$ cat config.mk
export PLATFORM = sky130hd
export DESIGN_NAME = gpio_cmd_sequencer
export DESIGN_NICKNAME = d
export VERILOG_FILES = /design/src/rtl/gpio_cmd_pkg.sv /design/src/rtl/gpio_cmd_sequencer.sv
export SDC_FILE = /design/constraint.sdc
export NUM_CORES = 1
export LEC_CHECK = 0
export ABC_AREA = 1
export CAP_MARGIN = 20
export CELL_PAD_IN_SITES_DETAIL_PLACEMENT = 0
export CELL_PAD_IN_SITES_GLOBAL_PLACEMENT = 1
export CORE_AREA = 2 2 79 111
export CTS_CLUSTER_DIAMETER = 30
export DETAILED_ROUTE_END_ITERATION = 16
export DIE_AREA = 0 0 81 113
export PLACE_DENSITY_LB_ADDON = 0.1
export SYNTH_ARGS = -nofsm -noshare
export SYNTH_HDL_FRONTEND = slang
export SYNTH_SLANG_ARGS = --single-unit
$ cat constraint.sdc
create_clock -name i_CLK -period 1.85 [get_ports i_CLK]
set_input_delay 0.185 -clock i_CLK [delete_from_list [all_inputs] [get_ports i_CLK]]
set_output_delay 0.185 -clock i_CLK [all_outputs]
set_load 0.02 [all_outputs]
$ cat src/rtl/gpio_cmd_pkg.sv
// Shared definitions for the MCU-to-fabric GPIO command protocol:
// opcode values, status-word layout and the sequencer state encoding.
package gpio_cmd_pkg;

  localparam int OP_W   = 3;
  localparam int DATA_W = 24;
  localparam int RD_W   = 32;

  localparam logic [OP_W-1:0] KERNEL_LOAD  = 3'd0;
  localparam logic [OP_W-1:0] IMGSIZE_LOAD = 3'd1;
  localparam logic [OP_W-1:0] IMG_LOAD     = 3'd2;
  localparam logic [OP_W-1:0] DATA_REQUEST = 3'd3;
  localparam logic [OP_W-1:0] GO_TO_RUN    = 3'd4;

  localparam int EOP_BIT = 31;

  typedef enum logic [2:0] {
    ST_IDLE     = 3'd0,
    ST_SETUP    = 3'd1,
    ST_STROBE   = 3'd2,
    ST_HOLD_LOW = 3'd3,
    ST_READ     = 3'd4,
    ST_RUN_WAIT = 3'd5
  } seq_state_e;

  function automatic logic op_is_legal(input logic [OP_W-1:0] op);
    return op <= GO_TO_RUN;
  endfunction

  function automatic int max3(input int a, input int b, input int c);
    int m;
    m = (a > b) ? a : b;
    return (m > c) ? m : c;
  endfunction

endpackage

$ cat src/rtl/gpio_cmd_sequencer.sv
// Drives the control path's GPIO opcode/data/valid inputs from a ready/valid
// command stream and reads back the status word for data requests and runs.
module gpio_cmd_sequencer
  import gpio_cmd_pkg::*;
#(
  parameter int SETUP_CYCLES = 2,
  parameter int HOLD_CYCLES  = 2,
  parameter int READ_WAIT    = 4,
  parameter int NB_DATA      = 13
) (
  input  logic               i_CLK,
  input  logic               i_rst,
  input  logic               i_cmd_valid,
  output logic               o_cmd_ready,
  input  logic [OP_W-1:0]    i_cmd_op,
  input  logic [DATA_W-1:0]  i_cmd_data,
  output logic [DATA_W-1:0]  o_GPIOdata,
  output logic [OP_W-1:0]    o_GPIOctrl,
  output logic               o_GPIOvalid,
  input  logic [RD_W-1:0]    i_GPIOrdata,
  output logic               o_rsp_valid,
  output logic [NB_DATA-1:0] o_rsp_data,
  output logic               o_rsp_eop,
  output logic               o_done,
  output logic               o_err,
  output logic               o_busy
);

  localparam int CNT_MAX = max3(SETUP_CYCLES, HOLD_CYCLES, READ_WAIT);
  localparam int CNT_W   = $clog2(CNT_MAX + 1);

  typedef logic [CNT_W-1:0] cnt_t;

  // READ is entered one cycle after the strobe falls, so it only waits READ_WAIT-1 cycles.
  localparam cnt_t SETUP_LOAD = cnt_t'(SETUP_CYCLES - 1);
  localparam cnt_t HOLD_LOAD  = cnt_t'(HOLD_CYCLES - 1);
  localparam cnt_t READ_LOAD  = cnt_t'(READ_WAIT - 2);

  seq_state_e         state_q,     state_d;
  cnt_t               cnt_q,       cnt_d;
  logic [OP_W-1:0]    ctrl_q,      ctrl_d;
  logic [DATA_W-1:0]  data_q,      data_d;
  logic               valid_q,     valid_d;
  logic               rsp_valid_q, rsp_valid_d;
  logic [NB_DATA-1:0] rsp_data_q,  rsp_data_d;
  logic               rsp_eop_q,   rsp_eop_d;
  logic               done_q,      done_d;
  logic               err_q,       err_d;

  logic cmd_fire;
  logic cnt_zero;
  logic eop_seen;
  logic unused_rdata_bits;

  assign o_cmd_ready = (state_q == ST_IDLE) && !i_rst;
  assign o_busy      = (state_q != ST_IDLE);
  assign cmd_fire    = i_cmd_valid && o_cmd_ready;
  assign cnt_zero    = (cnt_q == '0);
  assign eop_seen    = i_GPIOrdata[EOP_BIT];

  assign unused_rdata_bits = ^i_GPIOrdata[EOP_BIT-1:NB_DATA];

  always_comb begin
    // NOTE: every _d signal gets its hold value (or pulse-off value) before the case,
    // so no branch can leave one unassigned and infer a latch.
    state_d     = state_q;
    cnt_d       = cnt_q;
    ctrl_d      = ctrl_q;
    data_d      = data_q;
    rsp_valid_d = 1'b0;
    rsp_data_d  = rsp_data_q;
    rsp_eop_d   = rsp_eop_q;
    done_d      = 1'b0;
    err_d       = 1'b0;

    unique case (state_q)
      ST_IDLE: begin
        if (cmd_fire) begin
          if (op_is_legal(i_cmd_op)) begin
            ctrl_d  = i_cmd_op;
            data_d  = i_cmd_data;
            cnt_d   = SETUP_LOAD;
            state_d = ST_SETUP;
          end else begin
            err_d = 1'b1;
          end
        end
      end

      ST_SETUP: begin
        if (cnt_zero) begin
          cnt_d   = HOLD_LOAD;
          state_d = ST_STROBE;
        end else begin
          cnt_d = cnt_q - cnt_t'(1);
        end
      end

      ST_STROBE: begin
        if (cnt_zero) begin
          state_d = ST_HOLD_LOW;
        end else begin
          cnt_d = cnt_q - cnt_t'(1);
        end
      end

      ST_HOLD_LOW: begin
        case (ctrl_q)
          DATA_REQUEST: begin
            cnt_d   = READ_LOAD;
            state_d = ST_READ;
          end
          GO_TO_RUN: state_d = ST_RUN_WAIT;
          default:   state_d = ST_IDLE;
        endcase
      end

      ST_READ: begin
        if (cnt_zero) begin
          rsp_valid_d = 1'b1;
          rsp_data_d  = i_GPIOrdata[NB_DATA-1:0];
          rsp_eop_d   = eop_seen;
          state_d     = ST_IDLE;
        end else begin
          cnt_d = cnt_q - cnt_t'(1);
        end
      end

      // Parking the opcode on DATA_REQUEST stops the control path re-entering its run.
      ST_RUN_WAIT: begin
        if (eop_seen) begin
          ctrl_d  = DATA_REQUEST;
          done_d  = 1'b1;
          state_d = ST_IDLE;
        end
      end

      default: state_d = ST_IDLE;
    endcase

    valid_d = (state_d == ST_STROBE);
  end

  always_ff @(posedge i_CLK) begin
    // NOTE: reset is synchronous and clears every register, including the held
    // response fields, so a mid-command reset aborts the strobe and leaves nothing stale.
    if (i_rst) begin
      state_q     <= ST_IDLE;
      cnt_q       <= '0;
      ctrl_q      <= '0;
      data_q      <= '0;
      valid_q     <= 1'b0;
      rsp_valid_q <= 1'b0;
      rsp_data_q  <= '0;
      rsp_eop_q   <= 1'b0;
      done_q      <= 1'b0;
      err_q       <= 1'b0;
    end else begin
      state_q     <= state_d;
      cnt_q       <= cnt_d;
      ctrl_q      <= ctrl_d;
      data_q      <= data_d;
      valid_q     <= valid_d;
      rsp_valid_q <= rsp_valid_d;
      rsp_data_q  <= rsp_data_d;
      rsp_eop_q   <= rsp_eop_d;
      done_q      <= done_d;
      err_q       <= err_d;
    end
  end

  assign o_GPIOctrl  = ctrl_q;
  assign o_GPIOdata  = data_q;
  assign o_GPIOvalid = valid_q;
  assign o_rsp_valid = rsp_valid_q;
  assign o_rsp_data  = rsp_data_q;
  assign o_rsp_eop   = rsp_eop_q;
  assign o_done      = done_q;
  assign o_err       = err_q;

endmodule

After elaboration in Yosys (flattened, before gate mapping)

Cells that the tools add are included.

Flip-flop bits (word level): 51
Bits in latches: 0
Memory bits (writable): 0
Bits in read-only memories: 0
Output and inout bits: 47
Logic and storage cells: 66
Memories: 0

$add $sub $neg: 1
$mul: 0
Divide/modulo/power cells: 0
$lt $le $gt $ge: 1
Eq/ne operators: 13
Shift-type cells: 0
Mux-type cells: 21
Bitwise operators: 4
Reductions and logical operators: 16

Operators with widths:

| kind                | number |
|---|---|
| $mux 3              | 14 |
| $pmux 3 s6          | 1 |
| $eq 3x2->1 const B  | 4 |
| $pmux 3 s2          | 2 |
| $pmux 3 s4          | 1 |
| $eq 3x3->1 const B  | 3 |
| $ne 2x2->1 const B  | 4 |
| $logic_not 3->1     | 2 |
| $reduce_or 2->1     | 3 |
| $reduce_and 5->1    | 1 |
| $not 1->1           | 4 |
| $reduce_and 4->1    | 1 |
| $reduce_bool 4->1   | 1 |
| $eq 3x1->1 const B  | 1 |
| $le 3x3->1 const B  | 1 |
| $mux 1              | 3 |
| $reduce_and 3->1    | 1 |
| $reduce_bool 3->1   | 1 |
| $reduce_or 3->1     | 1 |
| $sub 3x1->3 const B | 1 |
| $logic_and 1x1->1   | 2 |
| $ne 2x1->1 const B  | 1 |
| $reduce_and 2->1    | 1 |
| $reduce_bool 2->1   | 1 |
| $logic_not 1->1     | 1 |

Longest topological paths before layout

Depth in word-level cells: 6
Gate-level depth with buffers: 11
Mapped depth without buffers: 11

Worst setup path before layout

Ideal clock, no wire load.

Path type: reg-to-reg
From: reg cnt_q[0]
To: reg rsp_data_q[10], in the netlist o_rsp_data[10]
Arrival: 1,219 ps
Setup slack: 516 ps
Cell stages (with the launch flop): 9
Buffers on the path: 1
Period minus slack after synthesis: 1,334 ps
Cells stage by stage: dfxtp_1 inv_1 ha_1 nand2_1 nor2_2 inv_1 buf_2 nor2_1 nor2_1

Longest elaborated chain between the ends: 2

Ends and longest elaborated chain:

| element                    | RTL line                  | source |
|---|---|---|
| start, declared            | gpio_cmd_sequencer.sv:40  | `cnt_t cnt_q, cnt_d;` |
| start signal, assigned     | gpio_cmd_sequencer.sv:160 | `cnt_q <= cnt_d;` |
| $logic_not 3->1            | gpio_cmd_sequencer.sv:58  | `assign cnt_zero = (cnt_q == '0);` |
| $reduce_and 2->1 (no line) | --                        |  |
| end signal, assigned       | gpio_cmd_sequencer.sv:165 | `rsp_data_q <= rsp_data_d;` |
| end, declared              | gpio_cmd_sequencer.sv:45  | `logic [NB_DATA-1:0] rsp_data_q, rsp_data_d;` |

No other way between the ends.
A chain may end at the register's enable or synchronous reset.

Worst setup path in the final report

From: reg state_q[0]
To: out o_busy

Longest elaborated chain between the ends: 1

Ends and longest elaborated chain:

| element                | RTL line                  | source |
|---|---|---|
| start, declared        | gpio_cmd_sequencer.sv:39  | `seq_state_e state_q, state_d;` |
| start signal, assigned | gpio_cmd_sequencer.sv:159 | `state_q <= state_d;` |
| $reduce_bool 3->1      | gpio_cmd_sequencer.sv:56  | `assign o_busy = (state_q != ST_IDLE);` |
| end, declared          | gpio_cmd_sequencer.sv:26  | `output logic o_busy` |

No other way between the ends.

==> flow_metrics.tcl <==
set metrics [dict create \
    status "finished clean" \
    ioPinCount 109 \
    n_antenna_cell 0 \
    clock_latency_ns 0.29 \
    critPathCaptureType "primary output" \
    numCtsBuffers 5 \
    viasPerCell 4.249 \
    rows 39 \
    die-area_um2 9153 \
    gr-usage-all-layers_pct 13.62 \
    cp-start-kind "register" \
    pwr-share-seq_pct 43.6 \
    p_clk_share_pct 36.0 \
    ir_worst_vdd_v 0.0005052 \
    crit_slowest_cell "clkdlybuf4s50_1" \
    worst_pin_slew_ns 0.4731 \
    ys_types 25 \
    hold_viol 0 \
    place_hpwl_mm 4.371 \
    hold_path_class "in2reg" \
    cp_cell_sequence "nor2_4 -> nand2_1 -> clkdlybuf4s50_1" \
    p_total_mw 2.763 \
    place_congestion 0.7376 \
    coreArea_um2 8100 \
    die_height_um 113 \
    start_util_pct 25.61 \
    grt_antenna_before_repair 0 \
    ys_warn_count 0 \
    p_leak_nw 1.380 \
    postLayoutCellArea_um2 3237 \
    drive_above_1_share_pct 5.914 \
    ys_seq_area_share_pct 49.22 \
    cts.hold.buffers_added 0 \
    drt-pass1-iter-count 4 \
    final.setup_skew_ns 0.004717 \
    cts.htree.levels 2 \
    crit_type "reg2out" \
    grt_max_degree 33 \
    syn_inst 280 \
    period_share_pct 94.44 \
    syn_to_final_growth_pct 56.03 \
    slew_violations 0 \
    cts_tree "built" \
    setup_tns_ns 0 \
    relSlewSlack_pct 68.43 \
    arrival_ns 1.56 \
    drt-initial-drc-count 42 \
    nets 435 \
    comb_power_share_pct 20.4 \
    p_int_mw 2.008 \
    clk_pin_slew_ns 0.07 \
    critPathRequiredTime_ns 1.66 \
    drtAntennaViolNets 0 \
    switching_share_pct 27.33 \
    syn_nets 344 \
    rsz0062_at_grt "false" \
    setup_viol 0 \
    routed_wl_mm 6.056 \
    worst_path_largest_cell_delay_ns 0.61 \
    grt_pass1_wl_mm 9.687 \
    syn_area_um2 2074 \
    pwr_density_cell_nw_per_um2 853.7 \
    wire_per_inst_um 12.78 \
    dieWidth_um 81 \
    grt_pass1_vias 2022 \
    cts_sinks 51 \
    io_buffers 90 \
    path_max_fanout 7 \
    avgSynthCellArea_um2 7.409 \
    period_needed_ns 1.747 \
    root_buffer "clkbuf_16" \
    grt_overflow 0 \
    maxCapViolCount 0 \
    cts.path.max_buffers 2 \
    num_vias 2014 \
    p_switching_mw 0.7551 \
    dpl-instance-area_um2 3074 \
    drc 0 \
    fmax_mhz 572.4 \
    synth_seq_cells 51 \
]
[sequential cells by signal, summed over array words and instances, names as in the netlist]
name and cells:
o_done 1, cnt_q 3, o_GPIOctrl 3, o_rsp_eop 1
o_rsp_valid 1, state_q 3, o_GPIOvalid 1, o_GPIOdata 24
o_rsp_data 13, o_err 1
[synthesized netlist by cell type, drive strengths merged]
cell type	instances	area share, %
a21oi	4	0.97
a31oi	1	1.0
and2	1	0.30
buf	7	3.3
clkbuf	6	1.2
dfxtp	51	49
ha	2	1.2
inv	18	3.4
nand2	30	5.4
nand3	7	1.9
nor2	101	19
nor3	6	1.4
o21a	1	0.36
o21ai	42	10
o22ai	1	0.30
o31ai	1	0.36
xor2	1	0.42
[power groups by stage]
stage,Clock (mW),Combinational (mW),Sequential (mW)
final,0.995,0.564,1.20
after global routing,1.06,0.627,1.21
after CTS,1.04,0.577,1.20
after detailed placement,0,0.575,1.23
after global placement,0,0.571,1.23
after floorplan,0,0.253,1.28
[logic make-up (layout without fill, tap and decap cells)]
kind of cell / Yosys count / in the layout / share of synthesized area [%]
flip-flops: 51 / 51 / 49.22
buffers and inverters: 31 / 123 / 7.901
adder cells (fa/ha/maj): 2 / 2 / 1.206
XOR/XNOR: 1 / 1 / 0.4223
AND/OR/NAND/NOR: 145 / 145 / 28.11
AO/OA/AOI/OAI: 50 / 50 / 13.15
[final cells by class]
cell class	instances	area, um2
timing repair buffer	97	968.4
clock inverter	1	7.507
multi-input combinational	198	889.6
tap	102	127.6
inverter	18	70.07
clock buffer	7	152.6
fill	886	4863
sequential	51	1021
[worst paths after layout]
check | from | end | slack (ns) | cells past startpoint
worst max-delay path | state_q[0] | o_busy | 0.10 | 3
worst min-delay path | i_cmd_data[8] | o_GPIOdata[8] | 0.48 | 3
worst max register to register | cnt_q[0] | cnt_q[0] | 0.27 | 10
worst min register to register | o_GPIOctrl[2] | o_GPIOctrl[2] | 0.49 | 2
[per-layer routing]
layer | global-route usage (%) | vias up | wire length (um)
met5 | 0 | - | 0
met2 | 24.13 | 44 | 3139
li1 | - | 1066 | -
met4 | 4.407 | 0 | 103
met1 | 15.15 | 897 | 2472
met3 | 4.306 | 7 | 340
[critical path: cells and delay by family, from the launching register on]
| family | cells | cell delay, ns |
|---|---|---|
| buf+inv | 1 | 0.61 |
| flops | 1 | 0.48 |
| simple gates | 2 | 0.18 |
[placed cells by master, fill, tap and decap left out, drive strengths merged]
master / synthesis / final
nand3: 7 / 7
clkbuf: 6 / 7
clkinvlp: 0 / 1
a21oi: 4 / 4
xor2: 1 / 1
a31oi: 1 / 1
o31ai: 1 / 1
o22ai: 1 / 1
o21ai: 42 / 42
nor2: 101 / 101
o21a: 1 / 1
dlymetal6s2s: 0 / 1
and2: 1 / 1
dfxtp: 51 / 51
clkdlybuf4s50: 0 / 89
nor3: 6 / 6
inv: 18 / 18
ha: 2 / 2
nand2: 30 / 30
buf: 7 / 7
[per-stage QoR]
step | hold slack, ns | util (%) | setup WS, ns | cells
after detailed placement | 0.4830 | 37.95 | 0.1464 | 466
after global placement | 0.4760 | 37.95 | 0.1753 | 466
after floorplan | 0.3199 | - | 0.5155 | 280
after global routing | 0.4859 | 39.96 | 0.02990 | 474
final | 0.4760 | 39.96 | 0.1029 | 474
after CTS | 0.4683 | 39.93 | 0.02810 | 474
[repair_timing]
| action | CTS | global route |
|---|---|---|
| endpoints found under the setup margin | 0 | 1 |
| setup buffers | 0 | 0 |
| gates resized for setup | 0 | 1 |
(Power assumes the default switching activity.)
